<file path="src/rtl/firroot_result_buf.sv">
`timescale 1ns/1ps
// firroot_result_buf
// Re-aligns each FIR sample with the ROOT result that arrives ROOT_LAT
// cycles later, packs the pair as {fir, root}, and buffers it in a
// first-word-fall-through FIFO drained over valid/ready.
// Optional build macro FIRROOT_PEAK_EN adds Peak_o, the running unsigned
// maximum of accepted root results (cleared by Clr_ovf).
module firroot_result_buf #(
  parameter int DW       = 8,
  parameter int ROOT_LAT = 4,
  parameter int DEPTH    = 16,
  parameter int AW       = 4
) (
  input  logic            Clk,
  input  logic            Rst_n,
  input  logic            In_valid,
  input  logic [DW-1:0]   Fir_i,
  input  logic [DW-1:0]   Root_i,
  output logic            Out_valid,
  input  logic            Out_ready,
  output logic [2*DW-1:0] Out_data,
  output logic [AW:0]     Level,
  output logic            Overflow,
  input  logic            Clr_ovf
`ifdef FIRROOT_PEAK_EN
  ,
  output logic [DW-1:0]   Peak_o
`endif
);

  localparam logic [AW:0] PTR_INC = {{AW{1'b0}}, 1'b1};

  logic [ROOT_LAT-1:0] dl_v;
  logic [DW-1:0]       dl_f [ROOT_LAT];

  logic [AW:0]         wr_ptr;
  logic [AW:0]         rd_ptr;
  logic [2*DW-1:0]     mem [DEPTH];

  logic                wr;
  logic [2*DW-1:0]     wr_word;
  logic                full;
  logic                empty;
  logic                rd;
  logic                wr_ok;
  logic                drop;

  // the last delay stage lines up with Root_i for the same sample
  assign wr      = dl_v[ROOT_LAT-1];
  assign wr_word = {dl_f[ROOT_LAT-1], Root_i};

  // extra pointer MSB separates full (MSBs differ) from empty (all equal)
  assign empty = (wr_ptr == rd_ptr);
  assign full  = (wr_ptr[AW] != rd_ptr[AW]) &&
                 (wr_ptr[AW-1:0] == rd_ptr[AW-1:0]);

  assign rd    = Out_valid & Out_ready;
  // when full, a same-cycle read frees the head slot, which is exactly
  // the slot the write pointer addresses
  assign wr_ok = wr & (~full | rd);
  assign drop  = wr & full & ~rd;

  assign Out_valid = ~empty;
  assign Out_data  = empty ? '0 : mem[rd_ptr[AW-1:0]];
  assign Level     = wr_ptr - rd_ptr;

  // alignment delay line for {In_valid, Fir_i}; never stalls
  always_ff @(posedge Clk or negedge Rst_n) begin
    if (!Rst_n) begin
      dl_v <= '0;
      for (int i = 0; i < ROOT_LAT; i++) dl_f[i] <= '0;
    end else begin
      dl_v[0] <= In_valid;
      dl_f[0] <= Fir_i;
      for (int i = 1; i < ROOT_LAT; i++) begin
        dl_v[i] <= dl_v[i-1];
        dl_f[i] <= dl_f[i-1];
      end
    end
  end

  // FIFO storage; contents are meaningless once the pointers are reset
  always_ff @(posedge Clk) begin
    if (wr_ok) mem[wr_ptr[AW-1:0]] <= wr_word;
  end

  // read/write pointers
  always_ff @(posedge Clk or negedge Rst_n) begin
    if (!Rst_n) begin
      wr_ptr <= '0;
      rd_ptr <= '0;
    end else begin
      if (wr_ok) wr_ptr <= wr_ptr + PTR_INC;
      if (rd)    rd_ptr <= rd_ptr + PTR_INC;
    end
  end

  // sticky overflow; a drop in the same cycle as a clear keeps it set
  always_ff @(posedge Clk or negedge Rst_n) begin
    if (!Rst_n)       Overflow <= 1'b0;
    else if (drop)    Overflow <= 1'b1;
    else if (Clr_ovf) Overflow <= 1'b0;
  end

`ifdef FIRROOT_PEAK_EN
  // running max of accepted root results; a clear restarts from this write
  always_ff @(posedge Clk or negedge Rst_n) begin
    if (!Rst_n) begin
      Peak_o <= '0;
    end else if (wr_ok) begin
      if (Clr_ovf || (Root_i > Peak_o)) Peak_o <= Root_i;
    end else if (Clr_ovf) begin
      Peak_o <= '0;
    end
  end
`endif

endmodule

</file>
<file path="config.mk">
export PLATFORM = sky130hd
export DESIGN_NAME = firroot_result_buf
export DESIGN_NICKNAME = d
export VERILOG_FILES = /design/src/rtl/firroot_result_buf.sv
export SDC_FILE = /design/constraint.sdc
export NUM_CORES = 1
export LEC_CHECK = 0
export BUFFER_PORTS_ARGS = -buffer_cell sky130_fd_sc_hd__buf_4
export CAP_MARGIN = 5
export CORE_MARGIN = 3
export CORE_UTILIZATION = 52
export DETAILED_ROUTE_END_ITERATION = 7
export PLACE_DENSITY = 0.69
export SYNTH_ARGS = -nofsm -noshare
export SYNTH_HDL_FRONTEND = slang
export SYNTH_SLANG_ARGS = --single-unit
</file>
<file path="constraint.sdc">
create_clock -name Clk -period 8.6 [get_ports Clk]
set_input_delay 2.15 -clock Clk [delete_from_list [all_inputs] [get_ports Clk]]
set_output_delay 2.15 -clock Clk [all_outputs]
set_load 0.02 [all_outputs]
</file>
==> results of run 1 <==
## routing by layer
layer  GRT usage [%]  wire (um)  vias to the layer above
li1                -          -                     2309
met1            29.6      10000                     2774
met2            30.1      10700                      161
met3            3.12       1220                       31
met4            4.04        438                        0
met5               0          0                        -
## synth_stat cells (3+ instances only)
master | instances | area, um^2
a21oi_1 | 18 | 90.1
and2_1 | 12 | 75.1
buf_2 | 13 | 65.1
buf_4 | 3 | 22.5
clkbuf_1 | 5 | 18.8
dfrtp_1 | 47 | 1180
edfxtp_1 | 256 | 7690
ha_1 | 9 | 113
inv_1 | 7 | 26.3
mux2_2 | 17 | 191
mux2i_1 | 19 | 190
mux4_1 | 19 | 499
mux4_2 | 43 | 968
nand2_1 | 7 | 26.3
nand3_1 | 8 | 40.0
nor2_1 | 4 | 15.0
o21ai_0 | 3 | 15.0
o21ai_1 | 15 | 75.1
xnor2_1 | 10 | 87.6
## power groups by stage
stage	clock network [mW]	registers, mW	logic [mW]
2_1_floorplan	0	1.82	1.10
3_3_place_gp	0	1.87	1.50
3_5_place_dp	0	1.89	1.52
4_1_cts	1.26	1.86	1.53
5_1_grt	1.33	1.88	1.62
6_report	1.24	1.86	1.51
## layout by cell type (no fill, tap or decap), types with 2 or more instances in the layout
| cell | count |
|---|---|
| clkinv_2 | 3 |
| and2_1 | 12 |
| clkinv_4 | 2 |
| xnor2_1 | 10 |
| dfrtp_1 | 45 |
| nor3b_1 | 2 |
| nor2_1 | 3 |
| buf_4 | 49 |
| nand2_1 | 7 |
| edfxtp_1 | 256 |
| o21ai_1 | 15 |
| clkbuf_8 | 3 |
| o21ai_0 | 3 |
| and4_1 | 2 |
| clkbuf_1 | 5 |
| mux4_1 | 19 |
| nand4_1 | 2 |
| xor2_1 | 2 |
| clkbuf_16 | 29 |
| and3_1 | 2 |
| mux4_2 | 43 |
| ha_1 | 9 |
| a21o_1 | 2 |
| clkinv_1 | 5 |
| a21oi_1 | 18 |
| inv_1 | 7 |
| mux2i_1 | 19 |
| mux2_2 | 17 |
| nand3_1 | 8 |
| bufinv_16 | 3 |
| nor3_1 | 2 |
## flip-flops by register name, indices dropped and copies added (netlist names)
signal    count
Overflow      1
mem         256
wr_ptr        5
rd_ptr        5
dl_f         32
dl_v          4
## worst register-to-register path: stages (launching register included)
cell and delay [ns]:
dfrtp_1 1.17, inv_1 0.25, ha_1 0.43, nand4_1 0.17
o31ai_2 0.14, nor3b_1 0.41, and2_1 0.95
## per-stage QoR
| stage | util, % | instances | worst slack [ns] |
|---|---|---|---|
| 2_1_floorplan | - | 541 | 3.89 |
| 3_3_place_gp | 55.5 | 843 | 3.69 |
| 3_5_place_dp | 55.5 | 843 | 3.40 |
| 4_1_cts | 59.8 | 894 | 2.83 |
| 5_1_grt | 59.8 | 894 | 2.51 |
| 6_report | 59.8 | 894 | 2.73 |
## logic make-up after synthesis
kind of cell	count (synthesis)
compound gates	41
xor+xnor	12
fa+ha+maj	10
buf+inv	35
flops	303
mux	98
simple gates	42
## layout make-up
| class | count | area (um^2) | area share (%) |
|---|---|---|---|
| clock buffer | 37 | 786 | 6.00 |
| tap | 280 | 350 | 2.68 |
| sequential | 303 | 8870 | 67.7 |
| multi-input combinational | 203 | 2540 | 19.4 |
| inverter | 8 | 30.0 | 0.229 |
| clock inverter | 14 | 150 | 1.15 |
| timing repair buffer | 49 | 368 | 2.81 |
## worst min-delay path by stage
stage / from / endpoint / slack (ns) / cells past startpoint
final: dl_f[21] / dl_f[13] / 0.34 / 0
after global routing: dl_f[21] / dl_f[13] / 0.34 / 0
after CTS: dl_f[21] / dl_f[13] / 0.34 / 0
after detailed placement: dl_f[9] / dl_f[1] / 0.33 / 0
after global placement: dl_f[25] / dl_f[17] / 0.33 / 0
after floorplan: dl_f[8] / dl_f[0] / 0.33 / 0
==> reports/qor.txt, run 1 <==
Switch share - 31.3%
Cell depth of the worst setup path - 7
Reg2Reg Depth - 6
Starting DRT DRC Count - 377
Period Utilization, post-route - 68.2%
Syn Inst Count - 541
Crit Path Class - reg -> out
Fmax - 170 MHz
EDFF count, synth - 256
Pwr dens - 351 nW/um^2
Critical Path Max Stage Delay - 1.17 ns
Crit path from - rd_ptr[2]
Setup crit end - Out_data[9]
Ys flop type - edfxtp_1
Area Growth Syn to Fin - 12.8%
CP delay by family, top - flip-flops
Crit path time final - 5.87 ns
Total Power - 4.60 mW
Core area - 21900 um^2
Dpl hpwl - 12.4 mm
WP data arrival - 3.72 ns
Net Sw Power - 1.44 mW
Vias in the first global route - 5490
Status - finished, final reports clean
Max Cap Violations - 0
Worst-path clk slew - 0.06 ns
Largest family of logic cells by synthesized area - multiplexers
Worst Path Buf+Inv - 2
Die W - 155 um
RSZ-0062 raised after global routing - false
Ratio of cells with drive above 1 in the final layout - 25.2%
Max-slew violations - 0
Nets@finish - 625
Setup_tns - 0 ns
Synth Area in Adders - 1.14%
Post-Synth XOR/XNOR Area - 0.905%
Reg2reg setup slack - 4.68 ns
Pre-antenna DRT Iters - 5
Hold WC Path Type - reg -> reg
Die Height - 155 um
Total track usage - 19.3%
Reg2Reg Capture Point - mem[7][0]
# IOs - 44
Vias - 5275
Drt total wl - 22.4 mm
Mapped cell area - 11600 um^2
Initial antenna violation count - 0
Clock Sink Count - 303
FILL cells - 1567
Via/cell ratio - 5.90
Crit-path slowest cell - dfrtp_1
Worst Tran Pin Value - 1.24 ns
Sequential fraction of the synthesis area - 76.3%
Gate power share - 32.8%
Row count - 54
CTS max path bufs - 3
First-pass GRT wire length - 34.7 mm
Clk Latency, worst-skew pair - 0.53 ns
VDD IR max - 0.437 mV
Cts hold-fix bufs - 0
Die ar. - 24200 um^2
CP required - 6.45 ns
Post-CTS setup buffers - 0
Area fraction in compound gates after synthesis - 1.92%
Clock skew - 0.0134 ns
Leakage - 4.52 nW
Reg power frac - 40.4%
Syn nets - 572
H-tree lvl count - 1
Number of I/O port buffers - 43
Initial Util - 53.1%
Fin area - 13100 um^2
Ys Warns - 0
Remaining antenna violation count - 0
Post-synthesis cell type count - 36
Asr flop ratio synth - 15.5%
Portion of netlist area occupied by mux cells - 15.9%
Largest net degree at the start of global routing - 70
Root Driver - clkbuf_16
FF+latch count, synth - 303
Int Power - 3.16 mW
Fin. Hold Viols - 0
Routability congestion estimate - 0.785
CTS buffer count - 29
CP Launch Type - flop
Post-CTS resize count - 0
Crit. End Element - output port
GRT Residual Overflow - 0
Final hold slack - 0.344 ns
Final count of negative-setup-slack endpoints - 0
CTS tree - yes
Placed Area - 12200 um^2
Simple-Gate Fraction of Synth Area - 1.98%
Slew HR - 17.2%
Largest fanout on the critical path - 37
Cell-by-cell trace of the critical path - inv_1 -> ha_1 -> and4_1 -> nand2_1 -> o21ai_1 -> a21oi_1 -> buf_4
DRC - 0
Clock power frac - 26.9%
Origin of the critical flop-to-flop path - rd_ptr[2]
Routed wire per std cell - 25.0 um
Syn_area_per_cell - 21.5 um^2
Diode count - 0
Power figures use the tool's default switching activity.
==> run 2, diff against run 1 <==
- PLACE_DENSITY: 0.69 -> 0.72
- clock period: 8.6 -> 4.9 ns (I/O delays scaled with it)
==> run 2 against run 1 <==
  * Die area is the same
  * Cell area grew 1.9%
  * Via count grew 4.4%
  * Global-route usage grew 0.33 points
  * Largest power group unchanged
  * Highest routed layer unchanged
==> reports/qor.txt, run 2 (synthesis results as in run 1) <==
Final count of negative-setup-slack endpoints - 0 (unchanged)
Routability congestion estimate - 0.768 (-2.2%)
# IOs - 44 (unchanged)
CTS max path bufs - 3 (unchanged)
Slew HR - 15.4% (-1.8 points)
Pwr dens - 627 nW/um^2 (+78%)
Core area - 21900 um^2 (unchanged)
Total Power - 8.36 mW (+82%)
Vias - 5505 (+4.4%)
CTS tree - yes
RSZ-0062 raised after global routing - false
Vias in the first global route - 5787 (+5.4%)
Initial Util - 53.1% (unchanged)
H-tree lvl count - 1 (unchanged)
VDD IR max - 0.861 mV (+97%)
Largest net degree at the start of global routing - 70 (unchanged)
Largest fanout on the critical path - 69 (+86%)
Initial antenna violation count - 0 (unchanged)
Post-CTS setup buffers - 0 (unchanged)
GRT Residual Overflow - 0 (unchanged)
Worst Tran Pin Value - 1.27 ns (+0.0272 ns)
Dpl hpwl - 12.5 mm (+0.24%)
Die Height - 155 um (unchanged)
Nets@finish - 639 (+2.2%)
Fin. Hold Viols - 0 (unchanged)
Crit path time final - 4.40 ns
DRC - 0 (unchanged)
Max Cap Violations - 0 (unchanged)
Worst-path clk slew - 0.06 ns (about the same)
Status - finished, final reports clean
Die ar. - 24200 um^2 (unchanged)
Diode count - 0 (unchanged)
Placed Area - 12300 um^2 (+0.76%)
CTS buffer count - 30 (+3.4%)
Area Growth Syn to Fin - 14.9%
Leading cell type in the layout, fill and taps excluded - edfxtp_1
FILL cells - 1529 (-2.4%)
Crit Path Class - reg -> out
Fmax - 227 MHz
Die W - 155 um (unchanged)
Hold WC Path Type - reg -> reg
Ratio of cells with drive above 1 in the final layout - 28.0% (+2.8 points)
Final hold slack - 0.344 ns (+0.000608 ns)
Drt total wl - 23.2 mm (+3.6%)
Root Driver - clkbuf_16
Max-slew violations - 0 (unchanged)
Via/cell ratio - 6.04 (+2.3%)
Pre-antenna DRT Iters - 5 (unchanged)
WP data arrival - 3.17 ns (-0.55 ns)
Starting DRT DRC Count - 552 (+46%)
Crit. End Element - output port
Row count - 54 (unchanged)
CP Launch Type - flop
CP required - 3.67 ns (-2.78 ns)
Fin area - 13300 um^2 (+1.9%)
First-pass GRT wire length - 35.3 mm (+1.9%)
Cts hold-fix bufs - 0 (unchanged)
Clock skew - 0.0127 ns (-0.000615 ns)
Period Utilization, post-route - 89.7%
Remaining antenna violation count - 0 (unchanged)
Clk Latency, worst-skew pair - 0.54 ns (about the same)
Clock Sink Count - 303 (unchanged)
Commonest cells after routing, fill and taps aside - 256 x edfxtp_1, 62 x buf_4, 45 x dfrtp_1
Number of I/O port buffers - 43 (unchanged)
Total track usage - 19.7% (+0.33 points)
Routed wire per std cell - 25.4 um (+1.5%)
Leakage - 4.67 nW (+3.3%)
Post-CTS resize count - 0 (unchanged)
Setup_tns - 0 ns (unchanged)
Max reg flops - 256 (unchanged)
==> run 2: cell count changes in the layout (fill, tap and decap cells not counted), sizes merged <==
cell	previous run	this run
buf	49	62
clkbuf	37	39
clkinvlp	0	1
inv	9	11
==> run 2: critical path, stage by stage (launching register included) <==
cell and delay (ns):
dfrtp_2 0.36, buf_4 0.82, mux4_1 0.67, mux2_2 0.29, o21ai_1 0.15, a21oi_1 0.08, buf_4 0.19
==> run 2: layer usage <==
layer / share of wire [%] / GRT usage (%)
met1: 42 / 29.3
met2: 48 / 30.3
met3: 7.0 / 3.23
met4: 3.4 / 6.42
met5: 0 / 0
==> run 2: layout make-up <==
cell class	instances	area, um^2	share of cell area (%)
Timing Repair Buffer	62	465	3.49
Clock inverter	17	169	1.27
Sequential cell	303	8870	66.4
Clock buffer	39	922	6.91
Inverter	8	30.0	0.225
Multi-Input combinational cell	203	2540	19.0
Tap cell	280	350	2.63
==> run 2: report_power, final <==
part / leakage (nW) / switching [mW] / internal (mW)
logic: 1.27 / 1.53 / 1.21
clock network: 0.541 / 0.939 / 1.49
registers: 2.86 / 0.114 / 3.08
total: 4.67 / 2.58 / 5.78
==> run 2: worst paths after layout <==
kind	startpoint	end	slack (ns)	cells past startpoint
max	rd_ptr[1]	Out_data[7]	0.50	6
min	dl_f[23]	dl_f[15]	0.34	0
max reg2reg	wr_ptr[2]	mem[11][4]	1.78	5
min reg2reg	dl_f[23]	dl_f[15]	0.34	0
max in group asynchronous	Rst_n	rd_ptr[0]	3.80	1
min in group asynchronous	Rst_n	dl_f[18]	0.68	1
==> run 2: per-stage QoR <==
| stage | std cells | util [%] | worst slack [ns] |
|---|---|---|---|
| 2_1_floorplan | 541 | - | 1.12 |
| 3_3_place_gp | 856 | 56.0 | 1.09 |
| 3_5_place_dp | 856 | 56.0 | 1.03 |
| 4_1_cts | 912 | 61.0 | 0.446 |
| 5_1_grt | 912 | 61.0 | 0.330 |
| 6_report | 912 | 61.0 | 0.503 |
==> run 3, diff against run 2 <==
- SKIP_LAST_GASP: not set -> 1
- clock period: 4.9 -> 3.9 ns (I/O delays scaled with it)
==> run 3 against run 2 <==
  * Sequential cell count unchanged
  * Highest routed layer unchanged
  * Critical path depth unchanged
  * Cell area down 1.6%
  * Largest power group unchanged
  * Clock skew grew 0.0037 ns
==> reports/qor.txt, run 3 (synthesis results as in run 1) <==
Status - finished, final reports clean
CP delay by family, top - multiplexers
Commonest cells after routing, fill and taps aside - 256 x edfxtp_1, 52 x buf_4, 45 x dfrtp_1
Leading cell type in the layout, fill and taps excluded - edfxtp_1
Post-CTS setup buffers - 0 (unchanged)
Cell depth of the worst setup path - 6 (unchanged)
Max reg flops - 256 (unchanged)
Dpl hpwl - 12.2 mm (-1.8%)
Routability congestion estimate - 0.770 (+0.21%)
DRC - 0 (unchanged)
Crit-path slowest cell - mux4_1
Die W - 155 um (unchanged)
Row count - 54 (unchanged)
Final count of negative-setup-slack endpoints - 0 (unchanged)
Placed Area - 12200 um^2 (-0.29%)
Root Driver - clkbuf_16
Vias in the first global route - 5670 (-2.0%)
Initial Util - 53.1% (unchanged)
Hold WC Path Type - reg -> reg
Reg2reg setup slack - 0.98 ns (-0.80 ns)
Clock Sink Count - 303 (unchanged)
CTS max path bufs - 3 (unchanged)
Pwr dens - 770 nW/um^2 (+23%)
Fin area - 13100 um^2 (-1.6%)
Worst Path Buf+Inv - 2 (unchanged)
Starting DRT DRC Count - 427 (-23%)
Worst Tran Pin Value - 1.17 ns (-0.0949 ns)
Largest net degree at the start of global routing - 70 (unchanged)
Crit path time final - 3.66 ns
Ratio of cells with drive above 1 in the final layout - 25.2% (-2.8 points)
Slew HR - 21.7% (+6.3 points)
Nets@finish - 631 (-1.3%)
Diode count - 0 (unchanged)
Hold endpoint - dl_f[14]
Fmax - 273 MHz
Fin. Hold Viols - 0 (unchanged)
FILL cells - 1552 (+1.5%)
Vias - 5380 (-2.3%)
Routed wire per std cell - 25.0 um (-1.8%)
Crit Path Class - reg -> out
Die Height - 155 um (unchanged)
Setup_tns - 0 ns (unchanged)
Via/cell ratio - 5.96 (-1.3%)
RSZ-0062 raised after global routing - false
VDD IR max - 1.23 mV (+43%)
Total track usage - 19.1% (-0.58 points)
Pre-antenna DRT Iters - 5 (unchanged)
Critical Path Max Stage Delay - 0.62 ns (-0.20 ns)
Core area - 21900 um^2 (unchanged)
Max-slew violations - 0 (unchanged)
Number of I/O port buffers - 43 (unchanged)
WHS Path Cells - 0 (unchanged)
Largest fanout on the critical path - 69 (unchanged)
First-pass GRT wire length - 34.5 mm (-2.4%)
Remaining antenna violation count - 0 (unchanged)
Cts hold-fix bufs - 0 (unchanged)
Period Utilization, post-route - 93.8%
Clock skew - 0.0164 ns (+0.00369 ns)
CP Launch Type - flop
GRT Residual Overflow - 0 (unchanged)
Die ar. - 24200 um^2 (unchanged)
Drt total wl - 22.5 mm (-2.8%)
Min-delay src - dl_f[22]
CP required - 2.92 ns (-0.75 ns)
Cell-by-cell trace of the critical path - buf_12 -> mux4_1 -> mux2_2 -> o21ai_1 -> a21oi_1 -> buf_4
Reg2Reg Depth - 5 (unchanged)
Post-CTS resize count - 0 (unchanged)
Crit. End Element - output port
Leakage - 4.53 nW (-3.0%)
Max Cap Violations - 0 (unchanged)
CTS tree - yes
CTS buffer count - 30 (unchanged)
Reg2Reg Capture Point - mem[6][7]
# IOs - 44 (unchanged)
Origin of the critical flop-to-flop path - wr_ptr[3]
Worst-path clk slew - 0.06 ns (about the same)
Initial antenna violation count - 0 (unchanged)
WP data arrival - 2.68 ns (-0.49 ns)
Clk Latency, worst-skew pair - 0.54 ns (about the same)
Area Growth Syn to Fin - 13.0%
H-tree lvl count - 1 (unchanged)
## run 3: cell count changes in the layout (fill, tap and decap cells not counted), moves of 2 or more
cell and delta:
inv_4 -2, buf_4 -10, clkbuf_16 -5, buf_12 +2, clkinv_2 -2, clkinv_1 +2, bufinv_16 -2, clkbuf_1 +10
## run 3: cell type report
cell class              count  area, um^2  area share [%]
clock inverters            12        83.8           0.639
clock buffers              43         821            6.25
well taps                 280         350            2.67
flip-flops and latches    303        8870            67.6
inverters                   8        30.0           0.229
repair buffers             54         430            3.28
multi-input cells         203        2540            19.4
## run 3: through the flow
step | utilization (%) | instances | worst slack [ns] | total power, mW | hold WS, ns
3_5_place_dp | 55.8 | 848 | 0.672 | 7.55 | 0.335
5_1_grt | 60.0 | 903 | 0.133 | 10.6 | 0.358
4_1_cts | 59.9 | 903 | 0.110 | 10.2 | 0.348
6_report | 60.0 | 903 | 0.242 | 10.1 | 0.346
3_3_place_gp | 55.8 | 848 | 0.718 | 7.47 | 0.333
2_1_floorplan | - | 541 | 0.369 | 6.44 | 0.331
## run 3: how the worst max path moves through the flow
stage	from	endpoint	slack, ns
floorplan	rd_ptr[3]	Out_data[10]	0.37
global placement	wr_ptr[3]	Out_data[0]	0.72
detailed placement	wr_ptr[3]	Out_data[0]	0.67
CTS	wr_ptr[3]	Out_data[0]	0.11
global route	rd_ptr[1]	Out_data[0]	0.13
finish	rd_ptr[1]	Out_data[0]	0.24
## run 3: routing by layer
metal	up-vias	part of all wire, %	global-route usage [%]
li1	2317	-	-
met5	-	0	0
met4	0	2.4	5.42
met3	45	6.1	2.81
met2	181	47	29.2
met1	2837	45	29.2
## run 3: report_power, final
part | switching (mW) | internal (mW) | leakage [nW]
combinational | 1.93 | 1.53 | 1.23
clock | 1.12 | 1.52 | 0.434
sequential | 0.138 | 3.87 | 2.86
total | 3.19 | 6.92 | 4.53
